`src/rtl/write_buffered_if.sv`:
```
// -----------------------------------------------------------------------------
// write_buffered_if
//   Bundles the execute-side result bus, the memory store port and the
//   architectural state outputs of the buffered write-back stage.
//
//   Execute side : in_valid, in_pc, in_adjustment, in_dest_value,
//                  in_destination, in_dest_is_memory, in_has_flushed -> stage
//                  in_hold                                           <- stage
//   Memory side  : mem_address, mem_data, mem_write                  <- stage
//                  mem_ready                                         -> stage
//   State        : output_registers, has_flushed, drained            <- stage
//
//   Modports: slave  = the write-back stage
//             master = whatever drives execute results and serves memory
// -----------------------------------------------------------------------------
interface write_buffered_if #(
  parameter int unsigned WIDTH = 32,
  parameter int unsigned NR    = 16
);
  localparam int unsigned RW = $clog2(NR);

  logic                 in_valid;
  logic [WIDTH-1:0]     in_pc;
  logic [WIDTH-1:0]     in_adjustment;
  logic [WIDTH-1:0]     in_dest_value;
  logic [RW-1:0]        in_destination;
  logic                 in_dest_is_memory;
  logic                 in_has_flushed;
  logic                 in_hold;

  logic [WIDTH-1:0]     mem_address;
  logic [WIDTH-1:0]     mem_data;
  logic                 mem_write;
  logic                 mem_ready;

  logic [NR*WIDTH-1:0]  output_registers;
  logic                 has_flushed;
  logic                 drained;

  modport slave (
    input  in_valid, in_pc, in_adjustment, in_dest_value, in_destination,
           in_dest_is_memory, in_has_flushed, mem_ready,
    output in_hold, mem_address, mem_data, mem_write,
           output_registers, has_flushed, drained
  );

  modport master (
    output in_valid, in_pc, in_adjustment, in_dest_value, in_destination,
           in_dest_is_memory, in_has_flushed, mem_ready,
    input  in_hold, mem_address, mem_data, mem_write,
           output_registers, has_flushed, drained
  );
endinterface

```
`src/rtl/write_buffered.sv`:
```
// -----------------------------------------------------------------------------
// write_buffered
//   Write-back stage with a DEPTH-entry store buffer. Accepted execute results
//   commit to the register file and PC; stores are queued in a FIFO that drains
//   to memory on its own, so execute only stalls when a store meets a full
//   buffer that is not popping this cycle.
//
//   Ports:
//     clock  - rising-edge clock
//     reset  - synchronous, active-high; also discards queued stores
//     bus    - write_buffered_if.slave (execute bus, memory port, state)
//
//   Parameters: WIDTH, NR (r0 reads as zero), PC_INDEX, DEPTH (>=1, any
//   value), RESET_PC.
// -----------------------------------------------------------------------------
module write_buffered #(
  parameter int unsigned       WIDTH    = 32,
  parameter int unsigned       NR       = 16,
  parameter int unsigned       PC_INDEX = NR - 1,
  parameter int unsigned       DEPTH    = 4,
  parameter logic [WIDTH-1:0]  RESET_PC = '0
) (
  input logic             clock,
  input logic             reset,
  write_buffered_if.slave bus
);

  localparam int unsigned RW = $clog2(NR);
  localparam int unsigned PW = (DEPTH > 1) ? $clog2(DEPTH) : 1;
  localparam int unsigned CW = $clog2(DEPTH + 1);

  typedef logic [WIDTH-1:0] word_t;
  typedef logic [PW-1:0]    ptr_t;
  typedef logic [CW-1:0]    cnt_t;

  typedef struct packed {
    word_t addr;
    word_t data;
  } store_t;

  // Explicit wrap so DEPTH need not be a power of two.
  function automatic ptr_t ptr_next(input ptr_t p);
    return (p == ptr_t'(DEPTH - 1)) ? '0 : p + ptr_t'(1);
  endfunction

  // ---------------------------------------------------------------------------
  // State
  // ---------------------------------------------------------------------------
  word_t  regs_q  [NR];
  word_t  regs_d  [NR];
  store_t buf_q   [DEPTH];
  ptr_t   head_q, head_d;
  ptr_t   tail_q, tail_d;
  cnt_t   count_q, count_d;
  logic   has_flushed_q;

  // ---------------------------------------------------------------------------
  // Handshake
  // ---------------------------------------------------------------------------
  logic   full, accept, push, pop, dest_ok;
  word_t  store_data;

  assign full    = (count_q == cnt_t'(DEPTH));
  assign dest_ok = (int'(bus.in_destination) < int'(NR));

  // Holding on mem_ready (not on pop) keeps the execute path free of the
  // head-valid term; when full the head is valid anyway.
  assign bus.in_hold = bus.in_valid & bus.in_dest_is_memory & ~bus.in_has_flushed
                     & full & ~bus.mem_ready;
  assign accept      = bus.in_valid & ~bus.in_hold & ~bus.in_has_flushed;
  assign push        = accept & bus.in_dest_is_memory;
  assign pop         = bus.mem_write & bus.mem_ready;

  // Store data is the register value before this edge; r0 is never written,
  // so it naturally reads as zero.
  assign store_data  = dest_ok ? regs_q[bus.in_destination] : '0;

  // ---------------------------------------------------------------------------
  // Next state
  // ---------------------------------------------------------------------------
  always_comb begin
    // NOTE: every variable gets its default first, so no path can leave one
    // unassigned and infer a latch.
    regs_d  = regs_q;
    head_d  = head_q;
    tail_d  = tail_q;
    count_d = count_q;

    if (accept) begin
      if (!bus.in_dest_is_memory && dest_ok && bus.in_destination != '0)
        regs_d[bus.in_destination] = bus.in_dest_value;
      // A non-store targeting the PC is a branch: its value wins over the
      // sequential increment.
      if (!bus.in_dest_is_memory && bus.in_destination == RW'(PC_INDEX))
        regs_d[PC_INDEX] = bus.in_dest_value;
      else
        regs_d[PC_INDEX] = bus.in_pc + bus.in_adjustment;
    end

    if (push) tail_d = ptr_next(tail_q);
    if (pop)  head_d = ptr_next(head_q);

    unique case ({push, pop})
      2'b10:   count_d = count_q + cnt_t'(1);
      2'b01:   count_d = count_q - cnt_t'(1);
      default: count_d = count_q;
    endcase
  end

  // ---------------------------------------------------------------------------
  // Registers
  // ---------------------------------------------------------------------------
  always_ff @(posedge clock) begin
    // NOTE: sequential state uses non-blocking assignments so every register
    // samples pre-edge values regardless of statement order.
    if (reset) begin
      for (int i = 0; i < int'(NR); i++) regs_q[i] <= '0;
      regs_q[PC_INDEX] <= RESET_PC;
      head_q           <= '0;
      tail_q           <= '0;
      count_q          <= '0;
      has_flushed_q    <= 1'b0;
    end else begin
      regs_q           <= regs_d;
      head_q           <= head_d;
      tail_q           <= tail_d;
      count_q          <= count_d;
      has_flushed_q    <= bus.in_valid & bus.in_has_flushed;
    end
  end

  // NOTE: the buffer storage is not reset; an entry is only observable once
  // count says it is valid, and the memory outputs are gated on that.
  always_ff @(posedge clock) begin
    if (push) buf_q[tail_q] <= '{addr: bus.in_dest_value, data: store_data};
  end

  // ---------------------------------------------------------------------------
  // Outputs: all driven from registers, no input-to-output path.
  // ---------------------------------------------------------------------------
  assign bus.mem_write   = (count_q != '0);
  assign bus.mem_address = bus.mem_write ? buf_q[head_q].addr : '0;
  assign bus.mem_data    = bus.mem_write ? buf_q[head_q].data : '0;
  assign bus.drained     = (count_q == '0);
  assign bus.has_flushed = has_flushed_q;

  always_comb begin
    bus.output_registers = '0;
    for (int i = 0; i < int'(NR); i++)
      bus.output_registers[i*WIDTH +: WIDTH] = regs_q[i];
  end

endmodule
```
`src/flat_wrapper.sv`:
```
// flat-port wrapper written by rule: the top's interface ports become plain ports
module write_buffered_flat 
#(
  parameter int unsigned       WIDTH    = 32,
  parameter int unsigned       NR       = 16,
  parameter int unsigned       PC_INDEX = NR - 1,
  parameter int unsigned       DEPTH    = 4,
  parameter logic [WIDTH-1:0]  RESET_PC = '0
)
  (clock, reset, bus_in_valid, bus_in_pc, bus_in_adjustment, bus_in_dest_value, bus_in_destination, bus_in_dest_is_memory, bus_in_has_flushed, bus_mem_ready, bus_in_hold, bus_mem_address, bus_mem_data, bus_mem_write, bus_output_registers, bus_has_flushed, bus_drained);
  write_buffered_if #(.WIDTH(WIDTH), .NR(NR)) bus_i ();
  input logic clock;
  input logic reset;
  input wire logic [$bits(bus_i.in_valid)-1:0] bus_in_valid;
  input wire logic [$bits(bus_i.in_pc)-1:0] bus_in_pc;
  input wire logic [$bits(bus_i.in_adjustment)-1:0] bus_in_adjustment;
  input wire logic [$bits(bus_i.in_dest_value)-1:0] bus_in_dest_value;
  input wire logic [$bits(bus_i.in_destination)-1:0] bus_in_destination;
  input wire logic [$bits(bus_i.in_dest_is_memory)-1:0] bus_in_dest_is_memory;
  input wire logic [$bits(bus_i.in_has_flushed)-1:0] bus_in_has_flushed;
  input wire logic [$bits(bus_i.mem_ready)-1:0] bus_mem_ready;
  output wire logic [$bits(bus_i.in_hold)-1:0] bus_in_hold;
  output wire logic [$bits(bus_i.mem_address)-1:0] bus_mem_address;
  output wire logic [$bits(bus_i.mem_data)-1:0] bus_mem_data;
  output wire logic [$bits(bus_i.mem_write)-1:0] bus_mem_write;
  output wire logic [$bits(bus_i.output_registers)-1:0] bus_output_registers;
  output wire logic [$bits(bus_i.has_flushed)-1:0] bus_has_flushed;
  output wire logic [$bits(bus_i.drained)-1:0] bus_drained;
  assign bus_i.in_valid = bus_in_valid;
  assign bus_i.in_pc = bus_in_pc;
  assign bus_i.in_adjustment = bus_in_adjustment;
  assign bus_i.in_dest_value = bus_in_dest_value;
  assign bus_i.in_destination = bus_in_destination;
  assign bus_i.in_dest_is_memory = bus_in_dest_is_memory;
  assign bus_i.in_has_flushed = bus_in_has_flushed;
  assign bus_i.mem_ready = bus_mem_ready;
  assign bus_in_hold = bus_i.in_hold;
  assign bus_mem_address = bus_i.mem_address;
  assign bus_mem_data = bus_i.mem_data;
  assign bus_mem_write = bus_i.mem_write;
  assign bus_output_registers = bus_i.output_registers;
  assign bus_has_flushed = bus_i.has_flushed;
  assign bus_drained = bus_i.drained;
  write_buffered #(.WIDTH(WIDTH), .NR(NR), .PC_INDEX(PC_INDEX), .DEPTH(DEPTH), .RESET_PC(RESET_PC)) u_core (.clock(clock), .reset(reset), .bus(bus_i));
endmodule
```
`config.mk`:
```
export PLATFORM = sky130hd
export DESIGN_NAME = write_buffered_flat
export DESIGN_NICKNAME = d
export VERILOG_FILES = /design/src/rtl/write_buffered_if.sv /design/src/rtl/write_buffered.sv /design/src/flat_wrapper.sv
export SDC_FILE = /design/constraint.sdc
export NUM_CORES = 2
export LEC_CHECK = 0
export ABC_AREA = 1
export BUFFER_PORTS_ARGS = -buffer_cell sky130_fd_sc_hd__clkbuf_2
export CORE_MARGIN = 2
export CORE_UTILIZATION = 50
export CTS_CLUSTER_SIZE = 40
export DETAILED_ROUTE_END_ITERATION = 7
export MAX_ROUTING_LAYER = met4
export PLACE_DENSITY = 0.78
export SLEW_MARGIN = 10
export SYNTH_ARGS = -nofsm -noshare
export SYNTH_HDL_FRONTEND = slang
export SYNTH_SLANG_ARGS = --single-unit
```
`constraint.sdc`:
```
create_clock -name clock -period 8.95 [get_ports clock]
set_input_delay 0.4475 -clock clock [delete_from_list [all_inputs] [get_ports clock]]
set_output_delay 0.4475 -clock clock [all_outputs]
set_load 0.01 [all_outputs]
```
==> summary.md <==
| Metric | Value |
|---|---|
| Share of the synthesized area in the top cell type | `0.309` |
| Die width | `roughly 260 µm` |
| Unrepaired setup endpoints after global routing | `no` |
| Final Max Slew Viols | `0` |
| Clock Skew | `around 0.033 ns` |
| Number of enable flip-flop cells after synthesis | `between 200 and 300` |
| Number of buffers created by CTS | `79` |
| Post_cts resized | `0` |
| Area leader, netlist | `dfxtp_1` |
| Synthesized flop and latch total | `approximately 800` |
| Total GRT Usage | `0.404` |
| Clock-pin slew on the worst setup and hold paths | `about 0.060 ns` |
| Kind of critical path | `reg2out` |
| First-pass GRT wire length | `201000 µm` |
| Yosys cell types | `35` |
| Vias/cell | `slightly below 6` |
| Number of fill cells in the layout | `5830` |
| WL/cell | `around 26 µm` |
| Multi-input gate area | `between 0.01 and 0.015 mm²` |
| Area Overhead vs Synth | `18.9%` |
| Number of global-route vias before repair | `29300` |
| Hold WC Path Type | `in2reg` |
| H-Tree Depth | `3` |
| Most frequent cells in the layout | `clkbuf_2 (685), o21ai_0 (661), a21oi_1 (568)` |
| Number of routed nets with antenna violations | `0` |
| CP max FO | `94` |
| Initial Utilization | `0.505` |
| Slew HR | `0.144` |
| Syn Nets | `4251` |
| CP Data Arrival Time | `3.25 ns` |
| FP Rows | `95` |
| Clock sinks | `a little under 800` |
| Largest net degree at the start of global routing | `between 200 and 250` |
| Bufs on Longest Clock Path | `3` |
| VDD IR max | `0.174 mV` |
| Top FF cell, synth | `dfxtp_1` |
| CTS tree | `done` |
| Critical-path cell list | `clkinv_2 -> buf_4 -> o21ai_0 -> a21oi_1 -> clkbuf_2` |
| Routability cong. | `approximately 1.0` |
| Nets@finish | `between 4000 and 5000` |
| Placed cell areas | `roughly 0.038 mm²` |
| TNS Setup | `0 ns` |
| Max-cap violations | `0` |
| Period utilization | `0.413` |
| CTS Hold Buffers Added | `0` |
| Yosys Warn Count | `0` |
| Final instance area | `about 0.040 mm²` |
| DP HPWL | `approximately 100000 µm` |
| Final setup violation count | `0` |
| Synth top area cells | `dfxtp_1 (31%), edfxtp_1 (23%), o21ai_0 (9.8%)` |
| Total die area | `0.0698 mm²` |
| I/O Buffers | `a little under 700` |
| PwrDens | `202 mW/mm²` |
| Number of primary I/O pins | `between 600 and 700` |
| Crit-path max cell delay | `0.74 ns` |
| Critical Path Source Type | `flop` |
| Sequential area share after synthesis | `0.536` |
| Vias | `approximately 33000` |
| Residual DRC | `0` |
| Root buf cell | `clkbuf_16` |
| Crit path max-delay cell type | `dfxtp_4` |
| Hold Vio Cnt, Final | `0` |
| Share of cells above drive strength 1 | `0.191` |
| Area of the core | `around 0.067 mm²` |
| Register area | `roughly 0.018 mm²` |
| Status | `finished, final reports clean` |
| Overall power | `8.14 mW` |
| Number of DRC markers in iteration 0 | `about 4500` |
| Drt total wl | `approximately 140000 µm` |
| Number of setup buffers added after CTS | `0` |
| Worst setup EP type | `output port` |
| Antenna violations before repair | `7` |
| Drt first pass iters | `6` |
| Tmin final | `about 3.7 ns` |
| GRT overflow | `0` |
| Fmax | `approximately 0.27 GHz` |
| Die height | `around 260 µm` |
| Worst-Skew Late Latency | `roughly 0.64 ns` |
| FFs w/ async S/R, synth | `0` |
| Placement Setup Slack | `5.09 ns` |
| Mean post-synth cell area | `roughly 8.2 µm²` |
| Most common cell after layout, fill and taps aside | `clkbuf_2` |
| Final WS setup | `between 5 and 6 ns` |
| Worst-Margin Slew | `about 1.3 ns` |
| Synthesized cell area | `between 0.03 and 0.04 mm²` |
| Leakage dissipation | `16.4 nW` |
| Gate Count Post-Synth | `approximately 4100` |
| Required time worst endpoint | `~8.5 ns` |
[sequential cells by signal, indices dropped and copies added (netlist names), named ones only]
register / count
u_core.head_q: 2
u_core.buf_q: 256
u_core.count_q: 3
u_core.tail_q: 2
u_core.bus.has_flushed: 1
u_core.bus.output_registers: 512
[cell type report]
| cell class | instances | share of cell area |
|---|---|---|
| timing repair buffer | 723 | 0.0926 |
| multi-input combinational | 2477 | 0.311 |
| inverter | 550 | 0.0515 |
| tap | 873 | 0.0272 |
| sequential | 778 | 0.451 |
| clock buffer | 106 | 0.0557 |
| clock inverter | 40 | 0.0106 |
| antenna | 1 | 0.0000622 |
[stage by stage]
| stage | std cells | utilization | hold WS (ns) |
|---|---|---|---|
| 2_1_floorplan | 4106 | - | 0.459 |
| 3_3_place_gp | 5401 | 0.560 | 0.439 |
| 3_5_place_dp | 5401 | 0.560 | 0.446 |
| 4_1_cts | 5547 | 0.600 | 0.0184 |
| 5_1_grt | 5547 | 0.600 | 0.0596 |
| 6_report | 5548 | 0.600 | 0.0429 |
[layer usage]
layer	part of all wire	track usage	vias up
li1	-	-	14800
met1	0.36	0.479	15200
met2	0.45	0.615	2171
met3	0.12	0.106	466
met4	0.075	0.249	0
met5	0	-	-
[synthesized netlist by cell type (4+ instances only)]
master    instances
o21ai_0         662
a21oi_1         568
inv_1           541
dfxtp_1         522
nor2_1          428
nand2_1         426
edfxtp_1        256
clkbuf_1        228
a22oi_1         125
o221ai_1         67
buf_2            48
nand3_1          45
ha_1             37
nand4_1          35
o22ai_1          32
buf_1            23
o21ai_1          12
nand3_2          10
inv_2             6
nor3_1            6
nor2_2            4
[kinds of logic after synthesis]
family | count (synthesis) | synth area share
DFF | 778 | 0.536
AOI/OAI and AO/OA | 1475 | 0.237
and+or+nand+nor | 959 | 0.114
buffers and inverters | 851 | 0.0964
adders and majority gates | 39 | 0.0149
xor gates and xnor gates | 4 | 0.00104
[critical path, delay by kind of cell (launching register included)]
family                 cells  cell delay (ns)
AOI/OAI and AO/OA          2             0.54
DFF                        1             0.74
buffers and inverters      3             1.26
[final timing paths]
check	start	end	slack (ns)	depth (start not counted)
setup reg to reg	u_core.count_q[1]	u_core.buf_q[1][20]	5.76	8
setup / recovery	flop	bus_mem_address[22]	5.26	5
hold / removal	bus_in_valid	u_core.bus.has_flushed	0.04	3
hold reg to reg	u_core.bus.output_registers[1]	u_core.bus.output_registers[1]	0.46	2
[power by group]
group	leakage [nW]	internal (mW)	switching (mW)	total, mW
Combinational	8.56	0.273	0.736	1.01
Clock	1.30	1.95	1.45	3.40
Sequential	6.55	3.68	0.0479	3.73
Total	16.4	5.90	2.24	8.14
No activity file was read; power rests on OpenSTA's default activity.
